## config.mk

```make
export PLATFORM = sky130hd
export DESIGN_NAME = frame_sequencer_flat
export DESIGN_NICKNAME = d
export VERILOG_FILES = /design/src/rtl/frame_sequencer_if.sv /design/src/rtl/frame_sequencer.sv /design/src/flat_wrapper.sv
export SDC_FILE = /design/constraint.sdc
export NUM_CORES = 1
export LEC_CHECK = 0
export CAP_MARGIN = 40
export CORE_MARGIN = 1.5
export CORE_UTILIZATION = 45
export CTS_CLUSTER_SIZE = 12
export DETAILED_ROUTE_END_ITERATION = 7
export PLACE_DENSITY = 0.73
export SYNTH_ARGS = -nofsm -noshare
export SYNTH_HDL_FRONTEND = slang
export SYNTH_SLANG_ARGS = --single-unit
```

## constraint.sdc

```tcl
create_clock -name clk -period 3.4 [get_ports clk]
set_input_delay 0.34 -clock clk [delete_from_list [all_inputs] [get_ports clk]]
set_output_delay 0.34 -clock clk [all_outputs]
set_load 0.05 [all_outputs]
```

## src/rtl/frame_sequencer_if.sv

```systemverilog
// Bundle between the frame sequencer and its neighbours: the game control
// level, the datapath step handshake, the wall bitmap read port and the
// vga_adapter plot port.
interface frame_sequencer_if;
    logic       ingame;
    logic       step_req;
    logic       step_done;
    logic       rd_en;
    logic [6:0] rd_x;
    logic [6:0] rd_y;
    logic       wall_bit;
    logic [6:0] dude_x;
    logic [6:0] dude_y;
    logic [7:0] x;
    logic [6:0] y;
    logic [2:0] colour;
    logic       plot;
    logic       frame_done;
    logic       overrun;

    // Sequencer side
    modport master (
        input  ingame, step_done, wall_bit, dude_x, dude_y,
        output step_req, rd_en, rd_x, rd_y, x, y, colour, plot, frame_done, overrun
    );

    // Environment side (control, datapath, wall memory, VGA adapter)
    modport slave (
        output ingame, step_done, wall_bit, dude_x, dude_y,
        input  step_req, rd_en, rd_x, rd_y, x, y, colour, plot, frame_done, overrun
    );
endinterface

```

## src/rtl/frame_sequencer.sv

```systemverilog
// Game-loop scheduler: periodic tick, one datapath step per tick, then a
// full redraw (wall bitmap sweep followed by the dude sprite) on the VGA
// plot port. Every output comes straight from a flop.
module frame_sequencer #(
    parameter int TICK_CYCLES = 833333,
    parameter int PF_W        = 120,
    parameter int PF_H        = 100,
    parameter int X0          = 20,
    parameter int Y0          = 10,
    parameter int DUDE_W      = 4,
    parameter int DUDE_H      = 6
) (
    input  logic               clk,
    input  logic               resetn,
    frame_sequencer_if.master  bus
);
    localparam int CW = (TICK_CYCLES > 2) ? $clog2(TICK_CYCLES) : 1;
    localparam logic [CW-1:0] TICK_LAST = CW'(TICK_CYCLES - 1);
    localparam logic [6:0] LAST_C = 7'(PF_W - 1);
    localparam logic [6:0] LAST_R = 7'(PF_H - 1);
    localparam logic [6:0] LAST_I = 7'(DUDE_W - 1);
    localparam logic [6:0] LAST_J = 7'(DUDE_H - 1);
    localparam logic [7:0] PF_W8  = 8'(PF_W);
    localparam logic [7:0] PF_H8  = 8'(PF_H);
    localparam logic [7:0] X0_8   = 8'(X0);
    localparam logic [6:0] Y0_7   = 7'(Y0);

    typedef enum logic [2:0] {IDLE, WAIT_TICK, STEP, WALLS, DUDE} state_t;

    state_t        state_q;
    logic [CW-1:0] cnt_q;
    logic          pend_q, overrun_q, fin_q;
    logic          step_req_q, rd_en_q, plot_q, frame_done_q;
    logic [6:0]    rd_x_q, rd_y_q, dx_q, dy_q, di_q, dj_q;
    logic [7:0]    x_q;
    logic [6:0]    y_q;
    logic [2:0]    colour_q;

    logic          tick;
    logic [7:0]    px, py, wall_sx, dude_sx;
    logic [6:0]    wall_sy, dude_sy;
    logic          clip;

    // Tick decode, screen coordinates and sprite clipping. Clipping looks at
    // the playfield-relative sum so a wrapped screen coordinate is never plotted.
    always_comb begin
        tick    = (cnt_q == TICK_LAST);
        px      = {1'b0, dx_q} + {1'b0, di_q};
        py      = {1'b0, dy_q} + {1'b0, dj_q};
        clip    = (px >= PF_W8) || (py >= PF_H8);
        wall_sx = X0_8 + {1'b0, rd_x_q};
        wall_sy = Y0_7 + rd_y_q;
        dude_sx = X0_8 + px;
        dude_sy = Y0_7 + py[6:0];
    end

    // Main FSM with tick counter, pending/overrun tracking and registered outputs
    always_ff @(posedge clk or negedge resetn) begin
        if (!resetn) begin
            state_q <= IDLE;      cnt_q <= '0;        pend_q <= 1'b0;
            overrun_q <= 1'b0;    fin_q <= 1'b0;      step_req_q <= 1'b0;
            rd_en_q <= 1'b0;      rd_x_q <= '0;       rd_y_q <= '0;
            dx_q <= '0;           dy_q <= '0;         di_q <= '0;
            dj_q <= '0;           x_q <= '0;          y_q <= '0;
            colour_q <= '0;       plot_q <= 1'b0;     frame_done_q <= 1'b0;
        end else if (!bus.ingame) begin
            // Abort: silence every strobe on this edge so no partial pixel escapes
            state_q <= IDLE;      cnt_q <= '0;        pend_q <= 1'b0;
            overrun_q <= 1'b0;    fin_q <= 1'b0;      step_req_q <= 1'b0;
            rd_en_q <= 1'b0;      rd_x_q <= '0;       rd_y_q <= '0;
            x_q <= '0;            y_q <= '0;          colour_q <= '0;
            plot_q <= 1'b0;       frame_done_q <= 1'b0;
        end else begin
            plot_q       <= 1'b0;
            frame_done_q <= 1'b0;
            if (state_q != IDLE) begin
                cnt_q <= tick ? '0 : cnt_q + 1'b1;
                // Ticks missed while busy coalesce into a single pending one
                if (tick && state_q != WAIT_TICK) begin
                    pend_q    <= 1'b1;
                    overrun_q <= 1'b1;
                end
            end
            case (state_q)
                IDLE: state_q <= WAIT_TICK;
                WAIT_TICK: begin
                    if (tick || pend_q) begin
                        pend_q     <= 1'b0;
                        step_req_q <= 1'b1;
                        state_q    <= STEP;
                    end
                end
                STEP: begin
                    if (bus.step_done) begin
                        step_req_q <= 1'b0;
                        rd_en_q    <= 1'b1;
                        rd_x_q     <= '0;
                        rd_y_q     <= '0;
                        dx_q       <= bus.dude_x;
                        dy_q       <= bus.dude_y;
                        state_q    <= WALLS;
                    end
                end
                WALLS: begin
                    // wall_bit answers the read currently on rd_x/rd_y
                    plot_q   <= 1'b1;
                    x_q      <= wall_sx;
                    y_q      <= wall_sy;
                    colour_q <= bus.wall_bit ? 3'b111 : 3'b000;
                    if (rd_y_q == LAST_R) begin
                        rd_y_q <= '0;
                        if (rd_x_q == LAST_C) begin
                            rd_en_q <= 1'b0;
                            rd_x_q  <= '0;
                            di_q    <= '0;
                            dj_q    <= '0;
                            fin_q   <= 1'b0;
                            state_q <= DUDE;
                        end else begin
                            rd_x_q <= rd_x_q + 1'b1;
                        end
                    end else begin
                        rd_y_q <= rd_y_q + 1'b1;
                    end
                end
                DUDE: begin
                    if (fin_q) begin
                        fin_q        <= 1'b0;
                        frame_done_q <= 1'b1;
                        state_q      <= WAIT_TICK;
                    end else begin
                        // Clipped pixels still burn their cycle with plot low
                        plot_q   <= !clip;
                        x_q      <= dude_sx;
                        y_q      <= dude_sy;
                        colour_q <= 3'b100;
                        if (dj_q == LAST_J) begin
                            dj_q <= '0;
                            if (di_q == LAST_I) fin_q <= 1'b1;
                            else                di_q  <= di_q + 1'b1;
                        end else begin
                            dj_q <= dj_q + 1'b1;
                        end
                    end
                end
                default: state_q <= IDLE;
            endcase
        end
    end

    assign bus.step_req   = step_req_q;
    assign bus.rd_en      = rd_en_q;
    assign bus.rd_x       = rd_x_q;
    assign bus.rd_y       = rd_y_q;
    assign bus.x          = x_q;
    assign bus.y          = y_q;
    assign bus.colour     = colour_q;
    assign bus.plot       = plot_q;
    assign bus.frame_done = frame_done_q;
    assign bus.overrun    = overrun_q;
endmodule

```

## src/flat_wrapper.sv

```systemverilog
// flat-port wrapper written by rule: the top's interface ports become plain ports
module frame_sequencer_flat 
#(
    parameter int TICK_CYCLES = 833333,
    parameter int PF_W        = 120,
    parameter int PF_H        = 100,
    parameter int X0          = 20,
    parameter int Y0          = 10,
    parameter int DUDE_W      = 4,
    parameter int DUDE_H      = 6
)
  (clk, resetn, bus_ingame, bus_step_done, bus_wall_bit, bus_dude_x, bus_dude_y, bus_step_req, bus_rd_en, bus_rd_x, bus_rd_y, bus_x, bus_y, bus_colour, bus_plot, bus_frame_done, bus_overrun);
  frame_sequencer_if bus_i ();
  input  logic clk;
  input  logic resetn;
  input wire logic [$bits(bus_i.ingame)-1:0] bus_ingame;
  input wire logic [$bits(bus_i.step_done)-1:0] bus_step_done;
  input wire logic [$bits(bus_i.wall_bit)-1:0] bus_wall_bit;
  input wire logic [$bits(bus_i.dude_x)-1:0] bus_dude_x;
  input wire logic [$bits(bus_i.dude_y)-1:0] bus_dude_y;
  output wire logic [$bits(bus_i.step_req)-1:0] bus_step_req;
  output wire logic [$bits(bus_i.rd_en)-1:0] bus_rd_en;
  output wire logic [$bits(bus_i.rd_x)-1:0] bus_rd_x;
  output wire logic [$bits(bus_i.rd_y)-1:0] bus_rd_y;
  output wire logic [$bits(bus_i.x)-1:0] bus_x;
  output wire logic [$bits(bus_i.y)-1:0] bus_y;
  output wire logic [$bits(bus_i.colour)-1:0] bus_colour;
  output wire logic [$bits(bus_i.plot)-1:0] bus_plot;
  output wire logic [$bits(bus_i.frame_done)-1:0] bus_frame_done;
  output wire logic [$bits(bus_i.overrun)-1:0] bus_overrun;
  assign bus_i.ingame = bus_ingame;
  assign bus_i.step_done = bus_step_done;
  assign bus_i.wall_bit = bus_wall_bit;
  assign bus_i.dude_x = bus_dude_x;
  assign bus_i.dude_y = bus_dude_y;
  assign bus_step_req = bus_i.step_req;
  assign bus_rd_en = bus_i.rd_en;
  assign bus_rd_x = bus_i.rd_x;
  assign bus_rd_y = bus_i.rd_y;
  assign bus_x = bus_i.x;
  assign bus_y = bus_i.y;
  assign bus_colour = bus_i.colour;
  assign bus_plot = bus_i.plot;
  assign bus_frame_done = bus_i.frame_done;
  assign bus_overrun = bus_i.overrun;
  frame_sequencer #(.TICK_CYCLES(TICK_CYCLES), .PF_W(PF_W), .PF_H(PF_H), .X0(X0), .Y0(Y0), .DUDE_W(DUDE_W), .DUDE_H(DUDE_H)) u_core (.clk(clk), .resetn(resetn), .bus(bus_i));
endmodule
```

==> summary.txt <==
Pwr
  • Clock power frac: 33.4%
  • Sw frac: approximately a third
  • Comb pwr share: 27.9%
  • Max VDD drop: 0.334 mV
  • Flop pwr share: between 30% and 40%
  • Lkg Pwr: around 2.7 nW
  • Pwr/cell area: 537 nW/um^2
  • Int Power: about 2.3 mW
  • P_sw: between 1 and 1.5 mW

Placed design
  • RD Place Congestion: between 0.9 and 1
  • # port buffers: 55
  • Dpl cell area: 6010 um^2
  • HPWL Detailed: 9460 um

Worst setup path
  • Worst Path Arrival: roughly 3 ns
  • Critical-path maximum fanout: 6
  • Kind of critical path: register to register
  • Critical path origin: u_core.dj_q[0]
  • Critical Path RT: 3.59 ns
  • Crit end category: register
  • FF-to-FF Start: u_core.dj_q[0]
  • Critical Path Source Type: register

STA
  • Slew margin rel.: 38.6%
  • Hold WS: ~0.47 ns
  • Setup TNS Final: 0 ns
  • Final cycle utilization of the critical path: 80.6%
  • Slew @ Worst Pin: 0.921 ns
  • Unrepaired setup endpoints after global routing: false
  • Tmin final: 2.74 ns
  • FMAX: 365 MHz
  • Final hold vios: 0
  • Final Max Tran Viols: 0
  • Clk_skew: 0.00542 ns
  • Final setup violating endpoints: 0

Clock tree
  • H-tree levels: 3
  • Root Driver: clkbuf_16
  • CTS tree: built
  • PostCTS Resize Cnt: 0
  • Sink Count: 89
  • Worst-path clk slew: approximately 0.07 ns
  • Clock Latency Late Sink: 0.34 ns
  • CTS Buf Count: 9
  • Max Buffers Root-to-Sink: 2

Final layout
  • Final core utilization: 55.5%
  • Most frequent cells in the layout: dfrtp_1, o21ai_0, nand2_1
  • Share of cells above drive strength 1: 7.83%
  • # nets final: a little under 700
  • Most common cell after layout, fill and taps aside: dfrtp_1
  • Post-Layout Inst Area: approximately 6400 um^2
  • # diodes: 0
  • Area delta synth->final: 20.1%

Floorplan
  • Io pins: 56
  • Die X-Extent: 112 um
  • Die height: 112 um
  • Placeable Area: 11500 um^2
  • Total Die Area: 12400 um^2
  • Row Count: 39
  • Starting Density: 46.2%

Route
  • Initial detailed-routing violation count: 448
  • DRT Pass-1 Iters: 5
  • Via count: 4728
  • Wirelength, routed: between 10000 and 15000 um
  • Drt wl/cell: roughly 16 um
  • Antenna-violating nets left: 0
  • # DRC: 0
  • Via density: 5.95

Synthesis
  • Asr flop ratio synth: between 90% and 100%
  • Post-synth top area share: between 40% and 50%
  • Post-synth EDFFs: 0
  • Avg Inst Size Synth: between 8 and 9 um^2
  • Syn Inst Count: 593
  • Area leader, netlist: dfrtp_1
  • Synth unique cells: 56
  • Flops & latches, synth: slightly below 90
  • Syn nets: 637
  • Register area share after synthesis: 42.0%
  • Synth area leaders: dfrtp_1, o21ai_0, ha_1, nand2_1, nor2_1
  • Mapped Area: about 5300 um^2
  • Synth Flop Type: dfrtp_1
  • Warnings from Yosys: 0

Worst hold path
  • Worst min-delay path category: register to register
  • Min-delay src: u_core.cnt_q[13]

GRT
  • Total grt overflow: 0
  • Gr usage total: 22.0%
  • Initial antenna violation count: 0
  • Vias in the first global route: 4540
  • First-pass GRT wire length: 22300 um
  • Largest net degree at the start of global routing: 33

Outcome
  • Status: finished clean

Job
  • Max Cap Viol: 0
[layout make-up]
cell class                 count  area, um^2
tap                          143         179
timing repair buffer          67         641
multi-input combinational    465        2920
clock buffer                   9         225
clock inverter                 6         116
sequential                    89        2230
inverter                      15        56.3
fill                        1012        5100
[per-layer routing]
layer	vias up	part of all wire (%)	global-route usage [%]
li1	2254	-	-
met1	2306	45	30.2
met2	147	47	35.3
met3	21	6.5	4.90
met4	0	1.5	5.99
met5	-	0	0
[critical path, stage by stage, from the launching register on]
cell and delay, ns:
dfrtp_1 0.43, ha_1 0.20, inv_1 0.06, fa_1 0.44
nand2b_1 0.18, a21oi_1 0.35, xnor2_1 0.19, o21ai_0 0.31
o21ai_0 0.18, xnor2_1 0.16, o21ai_0 0.09
[cell usage after synthesis, types with 14 or more instances]
cell      count
dfrtp_1      89
o21ai_0      86
nand2_1      61
nor2_1       55
a21oi_1      28
nand3_1      25
ha_1         23
clkbuf_1     20
nand2b_1     17
and3_1       16
o31ai_1      15
xor2_1       15
inv_1        14
mux2_2       14
[power by group through the flow]
stage | Clock (mW) | Sequential [mW] | Combinational (mW)
after floorplan | 0 | 1.39 | 0.604
after global placement | 0 | 1.33 | 0.911
after detailed placement | 0 | 1.34 | 0.941
after CTS | 1.16 | 1.32 | 0.950
after global routing | 1.20 | 1.34 | 1.05
final | 1.14 | 1.32 | 0.953
[state kept, by name, indices dropped and copies added, names as in the netlist]
name / flops
u_core.bus.colour: 2
u_core.bus.frame_done: 1
u_core.bus.overrun: 1
u_core.bus.plot: 1
u_core.bus.rd_en: 1
u_core.bus.rd_x: 7
u_core.bus.rd_y: 7
u_core.bus.step_req: 1
u_core.bus.x: 8
u_core.bus.y: 7
u_core.cnt_q: 20
u_core.di_q: 7
u_core.dj_q: 7
u_core.dx_q: 7
u_core.dy_q: 7
u_core.fin_q: 1
u_core.pend_q: 1
u_core.state_q: 3
[path summary, 6_finish.rpt]
check | slack (ns) | endpoint | cells past startpoint
min | 0.47 | u_core.cnt_q[13] | 1
max | 0.66 | u_core.bus.y[5] | 10
max reg2reg | 0.66 | u_core.bus.y[5] | 10
max in group asynchronous | 2.15 | u_core.cnt_q[9] | 3
min in group asynchronous | 0.49 | u_core.bus.rd_en | 2
min reg2reg | 0.47 | u_core.cnt_q[13] | 1
[per-stage QoR]
step / power, mW / setup WS (ns) / instances
6_report: 3.42 / 0.658 / 794
5_1_grt: 3.59 / 0.436 / 794
4_1_cts: 3.44 / 0.699 / 794
3_5_place_dp: 2.28 / 0.733 / 778
3_3_place_gp: 2.24 / 0.765 / 778
2_1_floorplan: 1.99 / 0.903 / 593
[cells by family after synthesis]
kind of cell	synth area share (%)
buffers and inverters	2.93
adders and majority gates	6.19
and+or+nand+nor	20.6
DFF	42.0
muxes	3.83
AOI/OAI and AO/OA	20.3
xor gates and xnor gates	4.13
[what timing repair did]
item	CTS	global route
buffers inserted	0	0
setup endpoints to repair	0	0
endpoints found under the hold margin	30	0
hold buffers	1	0
No activity file was read; power rests on OpenSTA's default activity.
==> edit 1: new RTL, config.mk and constraints unchanged <==
`TICK_CYCLES` is set to 833333 in 2 places; all go to 416666.
--- a/src/rtl/frame_sequencer.sv
+++ b/src/rtl/frame_sequencer.sv
@@ -2,7 +2,7 @@
 // full redraw (wall bitmap sweep followed by the dude sprite) on the VGA
 // plot port. Every output comes straight from a flop.
 module frame_sequencer #(
-    parameter int TICK_CYCLES = 833333,
+    parameter int TICK_CYCLES = 416666,
     parameter int PF_W        = 120,
     parameter int PF_H        = 100,
     parameter int X0          = 20,
--- a/src/flat_wrapper.sv
+++ b/src/flat_wrapper.sv
@@ -1,7 +1,7 @@
 // flat-port wrapper written by rule: the top's interface ports become plain ports
 module frame_sequencer_flat 
 #(
-    parameter int TICK_CYCLES = 833333,
+    parameter int TICK_CYCLES = 416666,
     parameter int PF_W        = 120,
     parameter int PF_H        = 100,
     parameter int X0          = 20,
Check against the original RTL: no difference found for any inputs over 10 cycles, from zero or initial values and one cycle with resetn low; that may be too few to reach the edited logic, so the function may still have changed.
==> edit 1 against the unedited design <==
The run now ends with negative hold slack left; routed wire length is 3.2% higher; core utilization is 1.6 points lower; die area is 2.8% higher; final area is 0.94% higher; synthesized area is 2.9% higher; synthesized cell count is 2.4% higher; critical path depth is 4 lower; clock skew is 0.68 ps higher; worst setup slack worse by 110 ps; total power is 5.2% higher; sequential cell count is 1 lower; count of clock-buffer cells in the layout is 1 higher; worst hold slack worse by 490 ps; critical endpoint is now u_core.di_q[3].
==> edit 1: results (changes against the unedited design) <==
* Worst vdd ir at 0.301 mV (was 0.334 mV)
* Synth Area per Inst at 8.98 um2 (was 8.94 um2)
* Slowest stage cell, crit path: o21ai_1 (was fa_1)
* Vias after detailed routing at 4798 (was 4728)
* Sequential share of the synthesized area at 40.4% (was 42.0%)
* WL met3 at 839 um (was 849 um)
* Dpl cells at 792 (was 778)
* Hold WS at -17.0 ps (was 475 ps)
* R2R Setup Slk at 550 ps (was 660 ps)
* RR Endpoint: u_core.di_q[3] (was u_core.bus.y[5])
* Fmax at 351 MHz (was 365 MHz)
* Fraction of layout cells with a size suffix above 1 at 7.89% (was 7.83%)
* Yosys cell types at 70 (was 56)
* Hold Path Class: in -> async (was reg -> reg)
* First-pass GRT wire length at 22300 um (about the same)
* Violated checks: negative hold slack
* Clock Skew at 6.11 ps (was 5.42 ps)
* Worst-Margin Slew at 926 ps (was 921 ps)
* Met2 wire len at 6290 um (was 6160 um)
* Vias in the first global route at 4512 (was 4540)
* Final Hold Fails at 6 (was 0)
* Reg2reg start: u_core.state_q[0] (was u_core.dj_q[0])
* Routed len/inst at 16.8 um (was 16.5 um)
* Max stage delay on crit path at 770 ps (was 440 ps)
* Outcome: finished, violations left (was complete, no violations)
* Drt initial violations at 292 (was 448)
* Reg2Reg Depth at 6 (was 10)
* Routed wire length at 13500 um (was 13100 um)
-- edit 1: how the worst max path moves through the flow --
stage,from,slack (ps),cells past startpoint,to
5_1_grt,u_core.state_q[0],290,6,u_core.di_q[3]
2_1_floorplan,u_core.state_q[0],770,13,u_core.bus.y[3]
4_1_cts,u_core.state_q[0],580,6,u_core.di_q[2]
3_5_place_dp,u_core.state_q[0],620,6,u_core.di_q[3]
6_report,u_core.state_q[0],550,6,u_core.di_q[3]
3_3_place_gp,u_core.state_q[2],790,5,u_core.dj_q[5]
-- edit 1: power by group --
group,leakage (nW),internal [mW],switching (mW)
Sequential,1.18,1.19,0.133
Combinational,1.38,0.531,0.786
Clock,0.134,0.559,0.397
-- edit 1: kinds of logic after synthesis --
group	Yosys count	share of synthesized area, %
compound gates	178	20.8
xor+xnor	20	3.21
mux	18	3.65
fa+ha+maj	25	6.01
simple gates	233	22.5
buf+inv	45	3.44
flops	88	40.4
-- edit 1: critical path, delay by kind of cell (launching register included) --
kind	cells	cell delay [ps]
buffers and inverters	1	200
and+or+nand+nor	3	960
AOI/OAI and AO/OA	2	890
DFF	1	660
-- edit 1: cell type report --
type | instances | area (um2)
inverters | 20 | 75.1
flip-flops and latches | 88 | 2200
clock inverters | 4 | 47.5
well taps | 147 | 184
fillers | 1092 | 5490
clock buffers | 10 | 229
multi-input cells | 474 | 3060
repair buffers | 63 | 628
-- edit 1: metal layers --
metal | vias to the layer above | track usage [%]
li1 | 2322 | -
met1 | 2293 | 30.6
met2 | 163 | 33.9
met3 | 20 | 3.86
met4 | 0 | 6.75
met5 | - | 0
-- edit 1: stage by stage --
stage,cell area (um2),hold WS (ps),worst slack (ps)
final,6430,-17.0,551
after global routing,6430,22.2,287
after CTS,6430,7.90,584
after detailed placement,6150,370,616
after global placement,6120,465,795
after floorplan,5450,44.4,770
==> edit 2: new RTL, same flow settings <==
Without the edit above. Encoding of `state_t`: now one-hot (5 bits for 5 states).
--- a/src/rtl/frame_sequencer.sv
+++ b/src/rtl/frame_sequencer.sv
@@ -25,7 +25,7 @@
     localparam logic [7:0] X0_8   = 8'(X0);
     localparam logic [6:0] Y0_7   = 7'(Y0);
 
-    typedef enum logic [2:0] {IDLE, WAIT_TICK, STEP, WALLS, DUDE} state_t;
+    typedef enum logic [4:0] {IDLE = 5'b00001, WAIT_TICK = 5'b00010, STEP = 5'b00100, WALLS = 5'b01000, DUDE = 5'b10000} state_t;
 
     state_t        state_q;
     logic [CW-1:0] cnt_q;
Check against the original RTL: same outputs for any inputs over 10 cycles, from zero or initial values and one cycle with resetn low; not proved beyond that.
==> edit 2 against the unedited design <==
The run now ends with design-rule violations left; core utilization decreased by 0.26 points; worst setup slack improved by 94 ps; worst hold slack got worse by 5.3 ps; first-iteration DRC count decreased by 30%; final area about the same; sequential cell count increased by 2; routed wire length increased by 0.37%; synthesized area increased by 0.99%; critical path type unchanged; highest routed layer unchanged.
Power is not compared: it rests on default switching activity, and its combinational part moved more than twofold at a synthesized area within 25%.
==> edit 2: results (changes against the unedited design) <==
* Sequential share of the synthesized area at 42.6% (was 42.0%)
* Initial antenna violation count at 0 (unchanged)
* Synth Instances at 573 (was 593)
* Worst vdd ir at 0.274 mV
* Max reg flops at 20 (unchanged)
* CTS Hold Buffers Added at 1 (unchanged)
* R2R Setup Slk at 750 ps (was 660 ps)
* Post-CTS Setup Bufs at 0 (unchanged)
* Setup slack at placement at 781 ps (was 733 ps)
* Crit Path Max Fanout at 34 (was 6)
* Met3 usage at 4.32% (was 4.90%)
* IO buf count at 55 (unchanged)
* Crit path DAT at 2890 ps (was 2930 ps)
* Synth warn at 0 (unchanged)
* Largest net degree at the start of global routing at 35 (was 33)
* Slowest stage cell, crit path: o31ai_1 (was fa_1)
* Syn nets at 617 (was 637)
* RR Endpoint: u_core.bus.y[6] (was u_core.bus.y[5])
* Clock Skew at 10.6 ps (was 5.42 ps)
* Final Non-Filler Cells at 778 (was 794)
* Reg2reg start: u_core.state_q[1] (was u_core.dj_q[0])
* Hold Path Class: in -> async (was reg -> reg)
* Clk slew on worst S/H paths at 70 ps (about the same)
* Remaining DRCs at 10 (was 0)
* Fraction of layout cells with a size suffix above 1 at 7.56% (was 7.83%)
* DRT Pass-1 Iters at 7 (was 5)
* Drt initial violations at 312 (was 448)
* H-tree Lvls at 3 (unchanged)
* GPL Wtd Cong at 0.874 (was 0.920)
* Routed wire length at 13100 um (about the same)
* First-pass GRT wire length at 22000 um (was 22300 um)
* Final Net Count at 674 (was 691)
* Crit path max-delay family: compound AO/OA/AOI/OAI gates (unchanged)
* Post-CTS resize count at 0 (unchanged)
* CTS Buf Count at 9 (unchanged)
* Yosys cell types at 65 (was 56)
* Synth cell count leaders: 90 x dfrtp_1, 63 x nand2_1, 45 x nor2_1 (was 89 x dfrtp_1, 86 x o21ai_0, 61 x nand2_1)
* Max stage delay on crit path at 560 ps (was 440 ps)
* Met2 Usage GRT at 35.3% (about the same)
* Clock root cell: clkbuf_16 (unchanged)
* Vias per Instance at 5.88 (was 5.95)
* Dpl cells at 761 (was 778)
* P_leak at 2.90 nW
* Reg2Reg Depth at 6 (was 10)
* Sw Pwr at 554 uW
* GR Util met1 at 29.4% (was 30.2%)
* Main flop type after synthesis: dfrtp_1 (unchanged)
* HPWL after detailed placement at 9650 um (was 9460 um)
* Clk Latency, worst-skew pair at 360 ps (was 340 ps)
* Synth async-reset ratio at 100% (unchanged)
* Worst-Margin Slew at 960 ps (was 921 ps)
* Diode count at 0 (unchanged)
* Synth top area cells: dfrtp_1 42%, ha_1 5.4%, nand2_1 4.4%, xor2_1 3.9%, nor2_1 3.2% (was dfrtp_1 42%, o21ai_0 8.1%, ha_1 5.4%, nand2_1 4.3%, nor2_1 3.9%)
* Violated checks: design-rule violations
* Vias in the first global route at 4443 (was 4540)
* Outcome: finished, violations left (was complete, no violations)
* Largest Register: u_core.cnt_q (unchanged)
* All-Layer GR Usage at 22.1% (was 22.0%)
edit 2: routing by layer:
layer	wire length [um]	up-vias
met5	0	-
met4	350	0
met3	721	21
met2	6110	134
met1	5950	2221
li1	-	2202
edit 2: how the worst max path moves through the flow:
stage                                  from              end  slack (ps)  cells after the start
final                     u_core.state_q[1]  u_core.bus.y[6]         750                      6
after global routing      u_core.state_q[1]  u_core.bus.y[5]         560                      8
after CTS                 u_core.state_q[1]  u_core.bus.y[6]         760                      6
after detailed placement  u_core.state_q[1]  u_core.bus.y[6]         780                      6
after global placement    u_core.state_q[1]  u_core.bus.y[6]         860                      6
after floorplan           u_core.state_q[3]  u_core.bus.y[5]         810                     12
edit 2: logic make-up after synthesis:
kind of cell	synth area share, %
and+or+nand+nor	22.8
AOI/OAI and AO/OA	16.0
DFF	42.6
buffers and inverters	3.02
xor gates and xnor gates	5.56
adders and majority gates	6.13
muxes	3.88
edit 2: layout make-up:
type,count,area [um2]
Clock buffer,13,240
Clock inverter,3,65.1
Fill cell,1010,5150
Inverter,19,71.3
Multi-Input combinational cell,445,2910
Sequential cell,91,2280
Tap cell,143,179
Timing Repair Buffer,64,618
edit 2: power by group through the flow:
stage / combinational (mW) / sequential (mW) / clock (mW)
final: 0.181 / 1.12 / 1.07
after CTS: 0.182 / 1.12 / 1.08
after global placement: 0.175 / 1.14 / 0
after floorplan: 0.0956 / 1.14 / 0
after detailed placement: 0.181 / 1.14 / 0
after global routing: 0.199 / 1.12 / 1.12
edit 2: stage by stage:
| step | instance area, um2 | hold WS, ps |
|---|---|---|
| final | 6360 | 469 |
| after global placement | 6050 | 309 |
| after detailed placement | 6050 | 318 |
| after global routing | 6360 | 491 |
| after floorplan | 5350 | 44.4 |
| after CTS | 6360 | 484 |
